===== src/rtl/latch_bank_arbiter.sv =====
// Two-requester, round-robin arbiter that drives a bank of 2**AW level latches.
// Each write runs SETUP (data on D) -> PULSE (one C line high) -> HOLD (done) -> IDLE.
module latch_bank_arbiter #(
    parameter int DW = 8,
    parameter int AW = 2
) (
    input  logic                 clk,
    input  logic                 rst,
    input  logic                 req0,
    input  logic [AW-1:0]        addr0,
    input  logic [DW-1:0]        data0,
    input  logic                 req1,
    input  logic [AW-1:0]        addr1,
    input  logic [DW-1:0]        data1,
    output logic                 gnt0,
    output logic                 gnt1,
    output logic                 done0,
    output logic                 done1,
    output logic [(2**AW)-1:0]   latch_c,
    output logic [DW-1:0]        latch_d,
    output logic                 busy
);

    localparam int NL = 2**AW;

    typedef enum logic [1:0] {IDLE, SETUP, PULSE, HOLD} state_t;

    state_t          state_reg;
    logic            last_reg;      // requester served most recently (1 after reset so 0 wins first)
    logic [AW-1:0]   addr_reg;
    logic [DW-1:0]   data_reg;
    logic            gnt0_reg;
    logic            gnt1_reg;
    logic            done0_reg;
    logic            done1_reg;
    logic            busy_reg;
    logic [NL-1:0]   latch_c_reg;
    logic [NL-1:0]   sel_onehot;
    logic            win_next;

    // Contention goes to whoever was not served last; a lone request always wins.
    assign win_next = (req0 && req1) ? ~last_reg : req1;

    generate
        for (genvar gi = 0; gi < NL; gi++) begin : g_dec
            assign sel_onehot[gi] = (addr_reg == AW'(gi));
        end
    endgenerate

    always_ff @(posedge clk) begin
        if (rst) begin
            state_reg   <= IDLE;
            last_reg    <= 1'b1;
            addr_reg    <= '0;
            data_reg    <= '0;
            gnt0_reg    <= 1'b0;
            gnt1_reg    <= 1'b0;
            done0_reg   <= 1'b0;
            done1_reg   <= 1'b0;
            busy_reg    <= 1'b0;
            latch_c_reg <= '0;
        end else begin
            case (state_reg)
                IDLE: begin
                    if (req0 || req1) begin
                        state_reg <= SETUP;
                        last_reg  <= win_next;
                        addr_reg  <= win_next ? addr1 : addr0;
                        data_reg  <= win_next ? data1 : data0;
                        gnt0_reg  <= ~win_next;
                        gnt1_reg  <= win_next;
                        busy_reg  <= 1'b1;
                    end
                end
                SETUP: begin
                    state_reg   <= PULSE;
                    latch_c_reg <= sel_onehot;
                end
                PULSE: begin
                    state_reg   <= HOLD;
                    latch_c_reg <= '0;
                    done0_reg   <= gnt0_reg;
                    done1_reg   <= gnt1_reg;
                end
                HOLD: begin
                    state_reg <= IDLE;
                    done0_reg <= 1'b0;
                    done1_reg <= 1'b0;
                    gnt0_reg  <= 1'b0;
                    gnt1_reg  <= 1'b0;
                    busy_reg  <= 1'b0;
                end
                default: state_reg <= IDLE;
            endcase
        end
    end

    assign gnt0    = gnt0_reg;
    assign gnt1    = gnt1_reg;
    assign done0   = done0_reg;
    assign done1   = done1_reg;
    assign latch_c = latch_c_reg;
    assign latch_d = data_reg;   // D bus keeps the last captured value while idle
    assign busy    = busy_reg;

endmodule


===== config.mk =====
export PLATFORM = sky130hd
export DESIGN_NAME = latch_bank_arbiter
export DESIGN_NICKNAME = d
export VERILOG_FILES = /design/src/rtl/latch_bank_arbiter.sv
export SDC_FILE = /design/constraint.sdc
export NUM_CORES = 1
export LEC_CHECK = 0
export CAP_MARGIN = 20
export CORE_UTILIZATION = 44
export CTS_BUF_LIST = sky130_fd_sc_hd__clkbuf_2
export CTS_CLUSTER_SIZE = 14
export DETAILED_ROUTE_END_ITERATION = 8
export GPL_TIMING_DRIVEN = 0
export PLACE_DENSITY = 0.82
export SLEW_MARGIN = 5
export SYNTH_ARGS = -nofsm -noshare
export SYNTH_HDL_FRONTEND = slang
export SYNTH_SLANG_ARGS = --single-unit

===== constraint.sdc =====
create_clock -name clk -period 1.7 [get_ports clk]
set_clock_uncertainty 0.05 [all_clocks]
set_input_delay 0.17 -clock clk [delete_from_list [all_inputs] [get_ports clk]]
set_output_delay 0.17 -clock clk [all_outputs]
set_load 0.01 [all_outputs]

==> run summary, run 1 <==
• finished, final reports clean — status
• 0.824 mV — Worst IR Drop VDD
• 8.65 um2 — syn avg cell area
• 16 — floorplan row count
• 22 — count of state elements after synthesis
• 5.22 — routed via count divided by cell count
• 25 — Synth cell types
• 13 — pin count of the biggest net entering global routing
• 92.9% — fraction of the cycle the final worst path needs
• yes — clock tree from TritonCTS
• 0 — antenna violations before repair
• 0.457 ns — slew at the pin with the worst max-slew slack
• 1.58 ns — fin crit period
• 49.8 um — width of the chip
• 952 — vias in the first global route
• 18.3% — post-synthesis compound-gate area fraction
• 976 — routed vias
• reg -> reg — type of the worst setup path
• 2 — number of buffers on the longest clock path
• 22 — CTS sink cnt
• 0.00204 mm2 — placeable core area
• in -> reg — type of the most critical hold path
• 0 — Ant. Diodes
• sky130_fd_sc_hd__clkbuf_2 — root buffer selected by CTS
• 0 — Post-route DRC
• 10 — critical path peak fanout
• 0.00147 mm2 — post-route cell area
• 46.5% — synthesis-to-layout area growth
• sky130_fd_sc_hd__clkdlybuf4s50_1 — most common cell after layout, fill and taps aside
• 43.9% — fraction of synthesized cell area taken by the top area cell type
• 8 — flip-flop count of the largest register after layout
• 1 — level count of the clock H-tree
• 0 — number of setup buffers added after CTS
• 0 — warning count from the yosys run
• 0 — total global routing overflow
• 0 — number of failing setup endpoints in the final timing report
• 0.19 ns — clock slew at reported path FFs
• 0 — Hold Fails Final Rpt
• 2240 um — sum of routed wire length over all layers
• 13 — Iteration-0 DRC Markers
• 12.0 um — average detailed-routed wire length per instance
• 7.50% — share of final-layout standard cells stronger than drive strength 1
• 1.77 ns — Worst EP arrival
• 145 — net count after synthesis
• 0 — Final Max Slew Viols
• 190 — post-layout net count
• 43.9% — share of synthesized area occupied by flip-flops and latches
• 40 x sky130_fd_sc_hd__clkdlybuf4s50_1, 22 x sky130_fd_sc_hd__nand2_1, 22 x sky130_fd_sc_hd__dfxtp_1 — commonest cells after routing, fill and taps aside
• sky130_fd_sc_hd__dfxtp_1 — cell type with the highest aggregate area in the netlist
• 0.00144 mm2 — area after detailed placement
• 1.89 ns — required time reported for the critical path endpoint
• 4.99% — multiplexer share of the synthesized area
• simple AND/OR/NAND/NOR gates — largest family of logic cells by synthesized area
• 0.565 nW — leak pwr
• 0.00205 W — PnR Total Power
• 116 — count of mapped cells out of synthesis
• 0 — number of antenna-violating nets in the routed design
• 0.00248 mm2 — full die area
• 41 — total I/O pin count
• 0% — xor/xnor share of the synthesized area
• 49.1% — effective utilization at floorplan
• flip-flop — startpoint kind of the worst setup timing path
• 0 — count of hold buffers inserted by post-cts repair
• 0.00100 mm2 — synthesized cell area
• 0.31 ns — worst-skew pair later-pin latency
• 1390 mW/mm2 — power density relative to cell area
• 3930 um — first-pass GRT wire length
• flip-flop — kind of end point of the critical path
• 185 — filler cell count in the final layout
• 69.5% — worst slew margin relative to its limit
• 0 ns — total negative slack for setup checks
• 49.8 um — overall die height
• 4 — drt pass-1 iters
• 22.2% — basic-gate share of the synthesized area counting and, or, nand and nor cells
• 0.633 GHz — Max Fclk
• 0 — max-capacitance violation count
• 0.343 ns — worst hold slack
• 0.766 — placer congestion estimate
• 21.0% — combined global-route utilization of all metal layers
• no — unrepaired setup endpoints after global routing
• 6.23% — Synth Area in Adders
• 3 — CTS Buf Count
• 40 — count of buffers inserted at the top-level ports
• 1730 um — placed wire-length estimate
• sky130_fd_sc_hd__dfxtp_1 44%, sky130_fd_sc_hd__a311oi_1 8.7%, sky130_fd_sc_hd__nand2_1 8.2% — leading cell types by total area after synthesis
[through the flow]
stage / util [%] / instances / setup slack (ns)
after global placement: 70.4 / 183 / 0.0706
after CTS: 71.3 / 187 / 0.0390
after floorplan: - / 116 / 0.322
after detailed placement: 70.4 / 183 / 0.0122
after global routing: 72.0 / 187 / 0.0108
final: 72.0 / 187 / 0.121
[where the power goes]
group          leakage, nW  total (W)  internal, W  switching, W
clock network       0.0140   0.000200    0.0000512      0.000149
registers            0.181   0.000795     0.000679      0.000116
logic                0.369    0.00105     0.000549      0.000503
total                0.565    0.00205      0.00128      0.000768
[path summary, 6_finish.rpt]
check / start / endpoint / slack, ns / cells after the start
hold reg to reg: latch_c[3] / latch_c[3] / 0.45 / 2
hold / removal: data0[2] / latch_d[2] / 0.34 / 3
setup reg to reg: state_reg[0] / latch_d[4] / 0.12 / 6
setup / recovery: state_reg[0] / latch_d[4] / 0.12 / 6
[final cells by class]
| type | instances | area (um2) | share of cell area (%) |
|---|---|---|---|
| buffer | 7 | 37.5 | 2.55 |
| clock buffer | 3 | 15.0 | 1.02 |
| clock inverter | 1 | 3.75 | 0.255 |
| inverter | 3 | 11.3 | 0.766 |
| multi-input combinational | 84 | 528 | 35.9 |
| sequential | 22 | 440 | 30.0 |
| tap | 27 | 33.8 | 2.30 |
| timing repair buffer | 40 | 400 | 27.2 |
[cell families (layout without fill, tap and decap cells)]
| logic type | after synthesis | in the layout |
|---|---|---|
| buffers and inverters | 10 | 54 |
| muxes | 5 | 5 |
| and+or+nand+nor | 50 | 50 |
| adders and majority gates | 5 | 5 |
| DFF | 22 | 22 |
| AOI/OAI and AO/OA | 24 | 24 |
[what timing repair did]
| item | 4_1_cts | 5_1_grt |
|---|---|---|
| hold endpoints to repair | 0 | 0 |
| endpoints found under the setup margin | 0 | 14 |
| gates resized for setup | 0 | 7 |
[critical path, stage by stage, from the launching register on]
cell	delay, ns
sky130_fd_sc_hd__dfxtp_1	0.37
sky130_fd_sc_hd__inv_1	0.15
sky130_fd_sc_hd__ha_2	0.26
sky130_fd_sc_hd__o21a_1	0.15
sky130_fd_sc_hd__clkbuf_4	0.20
sky130_fd_sc_hd__nor2_1	0.05
sky130_fd_sc_hd__a311oi_1	0.26
[layer usage]
metal	share of wire, %	track usage [%]	wire length (um)
met5	0	0	0
met4	1.6	13.8	35
met3	7.7	6.79	172
met2	50	35.8	1120
met1	41	21.8	910
[synth_stat cells]
cell,instances
sky130_fd_sc_hd__nor3b_1,1
sky130_fd_sc_hd__o21a_1,1
sky130_fd_sc_hd__nand2b_1,1
sky130_fd_sc_hd__a21boi_2,1
sky130_fd_sc_hd__nand2_1,22
sky130_fd_sc_hd__o21ai_0,4
sky130_fd_sc_hd__buf_4,1
sky130_fd_sc_hd__mux2i_1,5
sky130_fd_sc_hd__a311oi_1,10
sky130_fd_sc_hd__ha_1,5
sky130_fd_sc_hd__buf_2,2
sky130_fd_sc_hd__a21bo_2,1
sky130_fd_sc_hd__a31oi_1,1
sky130_fd_sc_hd__o41ai_1,1
sky130_fd_sc_hd__dfxtp_1,22
sky130_fd_sc_hd__nand4b_1,1
sky130_fd_sc_hd__a211oi_1,1
sky130_fd_sc_hd__a21oi_1,3
sky130_fd_sc_hd__nor3_1,4
sky130_fd_sc_hd__nor2b_1,4
sky130_fd_sc_hd__a221o_1,1
sky130_fd_sc_hd__nor2_1,16
sky130_fd_sc_hd__nor3b_2,1
sky130_fd_sc_hd__clkbuf_1,4
sky130_fd_sc_hd__inv_1,3
Note: power is estimated with default switching activity, not from simulation.
==> run 2: changes to the inputs <==
--- a/config.mk
+++ b/config.mk
@@ -6,13 +6,14 @@
 export NUM_CORES = 1
 export LEC_CHECK = 0
 export CAP_MARGIN = 20
-export CORE_UTILIZATION = 44
+export CORE_UTILIZATION = 45
 export CTS_BUF_LIST = sky130_fd_sc_hd__clkbuf_2
 export CTS_CLUSTER_SIZE = 14
 export DETAILED_ROUTE_END_ITERATION = 8
+export DONT_BUFFER_PORTS = 1
 export GPL_TIMING_DRIVEN = 0
-export PLACE_DENSITY = 0.82
 export SLEW_MARGIN = 5
 export SYNTH_ARGS = -nofsm -noshare
 export SYNTH_HDL_FRONTEND = slang
 export SYNTH_SLANG_ARGS = --single-unit
+export TNS_END_PERCENT = 50
==> run summary, run 2 (synthesis results as in run 1) <==
• 49.6% — effective utilization at floorplan, was 49.1%
• 23 x sky130_fd_sc_hd__dlygate4sd3_1, 22 x sky130_fd_sc_hd__nand2_1, 22 x sky130_fd_sc_hd__dfxtp_1 — commonest cells after routing, fill and taps aside, was 40 x sky130_fd_sc_hd__clkdlybuf4s50_1, 22 x sky130_fd_sc_hd__nand2_1, 22 x sky130_fd_sc_hd__dfxtp_1
• 1490 mW/mm2 — power density relative to cell area, was 1390 mW/mm2
• 0 — number of antenna-violating nets in the routed design, unchanged
• 65.5% — core utilization of the finished layout, was 72.0%
• 4 — drt pass-1 iters, unchanged
• 10 — critical path peak fanout, unchanged
• sky130_fd_sc_hd__dfxtp_1 — slowest CP cell, unchanged
• reg -> reg — type of the worst setup path, unchanged
• 1510 um — placed wire-length estimate, was 1730 um
• 927 — routed vias, was 976
• 41 — total I/O pin count, unchanged
• 0.17 ns — reg-to-reg slack, setup, was 0.12 ns
• 70.1% — worst slew margin relative to its limit, was 69.5%
• sky130_fd_sc_hd__dlygate4sd3_1 — most common cell after layout, fill and taps aside, was sky130_fd_sc_hd__clkdlybuf4s50_1
• 49.2 um — overall die height, was 49.8 um
• 0.888 mV — Worst IR Drop VDD, was 0.824 mV
• 0 — Final Max Slew Viols, unchanged
• 16 — floorplan row count, unchanged
• flip-flop — kind of end point of the critical path, unchanged
• 5.45 — routed via count divided by cell count, was 5.22
• 0.00202 mm2 — placeable core area, was 0.00204 mm2
• 914 — vias in the first global route, was 952
• 0 — Ant. Diodes, unchanged
• 32.0% — synthesis-to-layout area growth, was 46.5%
• 0.36 ns — Critical Path Max Stage Delay, was 0.37 ns
• 8 — flip-flop count of the largest register after layout, unchanged
• 89.8% — fraction of the cycle the final worst path needs, was 92.9%
• 8.39% — share of final-layout standard cells stronger than drive strength 1, was 7.50%
• inv_1 > ha_2 > o21a_1 > clkbuf_4 > nor2_1 > a311oi_1 — ordered cell list for the critical path, unchanged
• 2 — number of buffers on the longest clock path, unchanged
• 13.9 um — average detailed-routed wire length per instance, was 12.0 um
• 0.448 ns — slew at the pin with the worst max-slew slack, was 0.457 ns
• 0 — Post-route DRC, unchanged
• 0.520 nW — leak pwr, was 0.565 nW
• 2370 um — sum of routed wire length over all layers, was 2240 um
• sky130_fd_sc_hd__clkbuf_2 — root buffer selected by CTS, unchanged
• 0 — antenna violations before repair, unchanged
• no — unrepaired setup endpoints after global routing, unchanged
• 0 — max-capacitance violation count, unchanged
• 0 — total global routing overflow, unchanged
• 22 — CTS sink cnt, unchanged
• in -> reg — type of the most critical hold path, unchanged
• 0 — count of buffers inserted at the top-level ports, was 40
• 0 ns — total negative slack for setup checks, unchanged
• 1.53 ns — fin crit period, was 1.58 ns
• 173 — post-layout net count, was 190
• 28 — Iteration-0 DRC Markers, was 13
• 0.32 ns — worst-skew pair later-pin latency, was 0.31 ns
• 4010 um — first-pass GRT wire length, was 3930 um
• 0.655 GHz — Max Fclk, was 0.633 GHz
• 49.2 um — width of the chip, was 49.8 um
• 21.5% — combined global-route utilization of all metal layers, was 21.0%
• finished, final reports clean — status, unchanged
• yes — clock tree from TritonCTS, unchanged
• 1.72 ns — Worst EP arrival, was 1.77 ns
• flip-flop — startpoint kind of the worst setup timing path, unchanged
• 0.21 ns — clock slew at reported path FFs, was 0.19 ns
• 3 — CTS Buf Count, unchanged
• 1.90 ns — required time reported for the critical path endpoint, was 1.89 ns
• 14 — pin count of the biggest net entering global routing, was 13
• 0.730 — placer congestion estimate, was 0.766
• 0 — Hold Fails Final Rpt, unchanged
• 0 — number of failing setup endpoints in the final timing report, unchanged
• 0.00242 mm2 — full die area, was 0.00248 mm2
• 1 — level count of the clock H-tree, unchanged
[run 2: cell types whose count changed in the layout (fill, tap and decap cells not counted), sizes merged]
cell           before  now
dlygate4sd3         0   23
clkdlybuf4s50      40    0
bufinv              0    1
clkinv              1    0
[run 2: cell type report]
type,count,area (um2)
clock inverters,1,30.0
multi-input cells,84,528
flip-flops and latches,22,440
repair buffers,23,230
clock buffers,3,15.0
well taps,27,33.8
inverters,3,11.3
plain buffers,7,36.3
fillers,158,697
[run 2: repair_timing]
action,4_1_cts,5_1_grt
hold buffers,23,0
endpoints found under the setup margin,0,15
setup buffers,0,0
endpoints found under the hold margin,13,0
gates resized for setup,0,5
[run 2: through the flow]
stage	cell area [um2]	worst slack [ns]	power, W	cells	hold slack (ns)
6_report	1330	0.173	0.00197	170	0.0493
5_1_grt	1330	0.00792	0.00214	170	0.0268
4_1_cts	1310	0.0684	0.00197	170	0.0189
3_5_place_dp	1040	0.110	0.00156	143	0.231
3_3_place_gp	1040	0.135	0.00153	143	0.230
2_1_floorplan	1000	0.322	0.00141	116	0.224
[run 2: final timing paths]
path              depth (start not counted)            to    startpoint
setup / recovery                          6    latch_d[4]  state_reg[0]
hold / removal                            3  state_reg[1]          req0
setup reg to reg                          6    latch_d[4]  state_reg[0]
hold reg to reg                           2          busy          busy
[run 2: metal layers]
metal	vias to the layer above	global-route usage [%]	part of all wire, %
met5	-	0	0
met4	0	7.84	1.1
met3	4	5.61	4.9
met2	30	39.3	51
li1	462	-	-
met1	431	23.5	43
[run 2: critical path: cells and delay by family, from the launching register on]
kind	cells	cell delay (ns)
AO/OA/AOI/OAI	2	0.40
AND/OR/NAND/NOR	1	0.05
buffers and inverters	2	0.34
adder cells (fa/ha/maj)	1	0.26
flip-flops	1	0.36
[run 2: power breakdown]
part / leakage (nW) / internal, W / switching, W
Combinational: 0.312 / 0.000354 / 0.000402
Clock: 0.0266 / 0.000203 / 0.000157
Sequential: 0.181 / 0.000680 / 0.000178
Total: 0.520 / 0.00124 / 0.000737
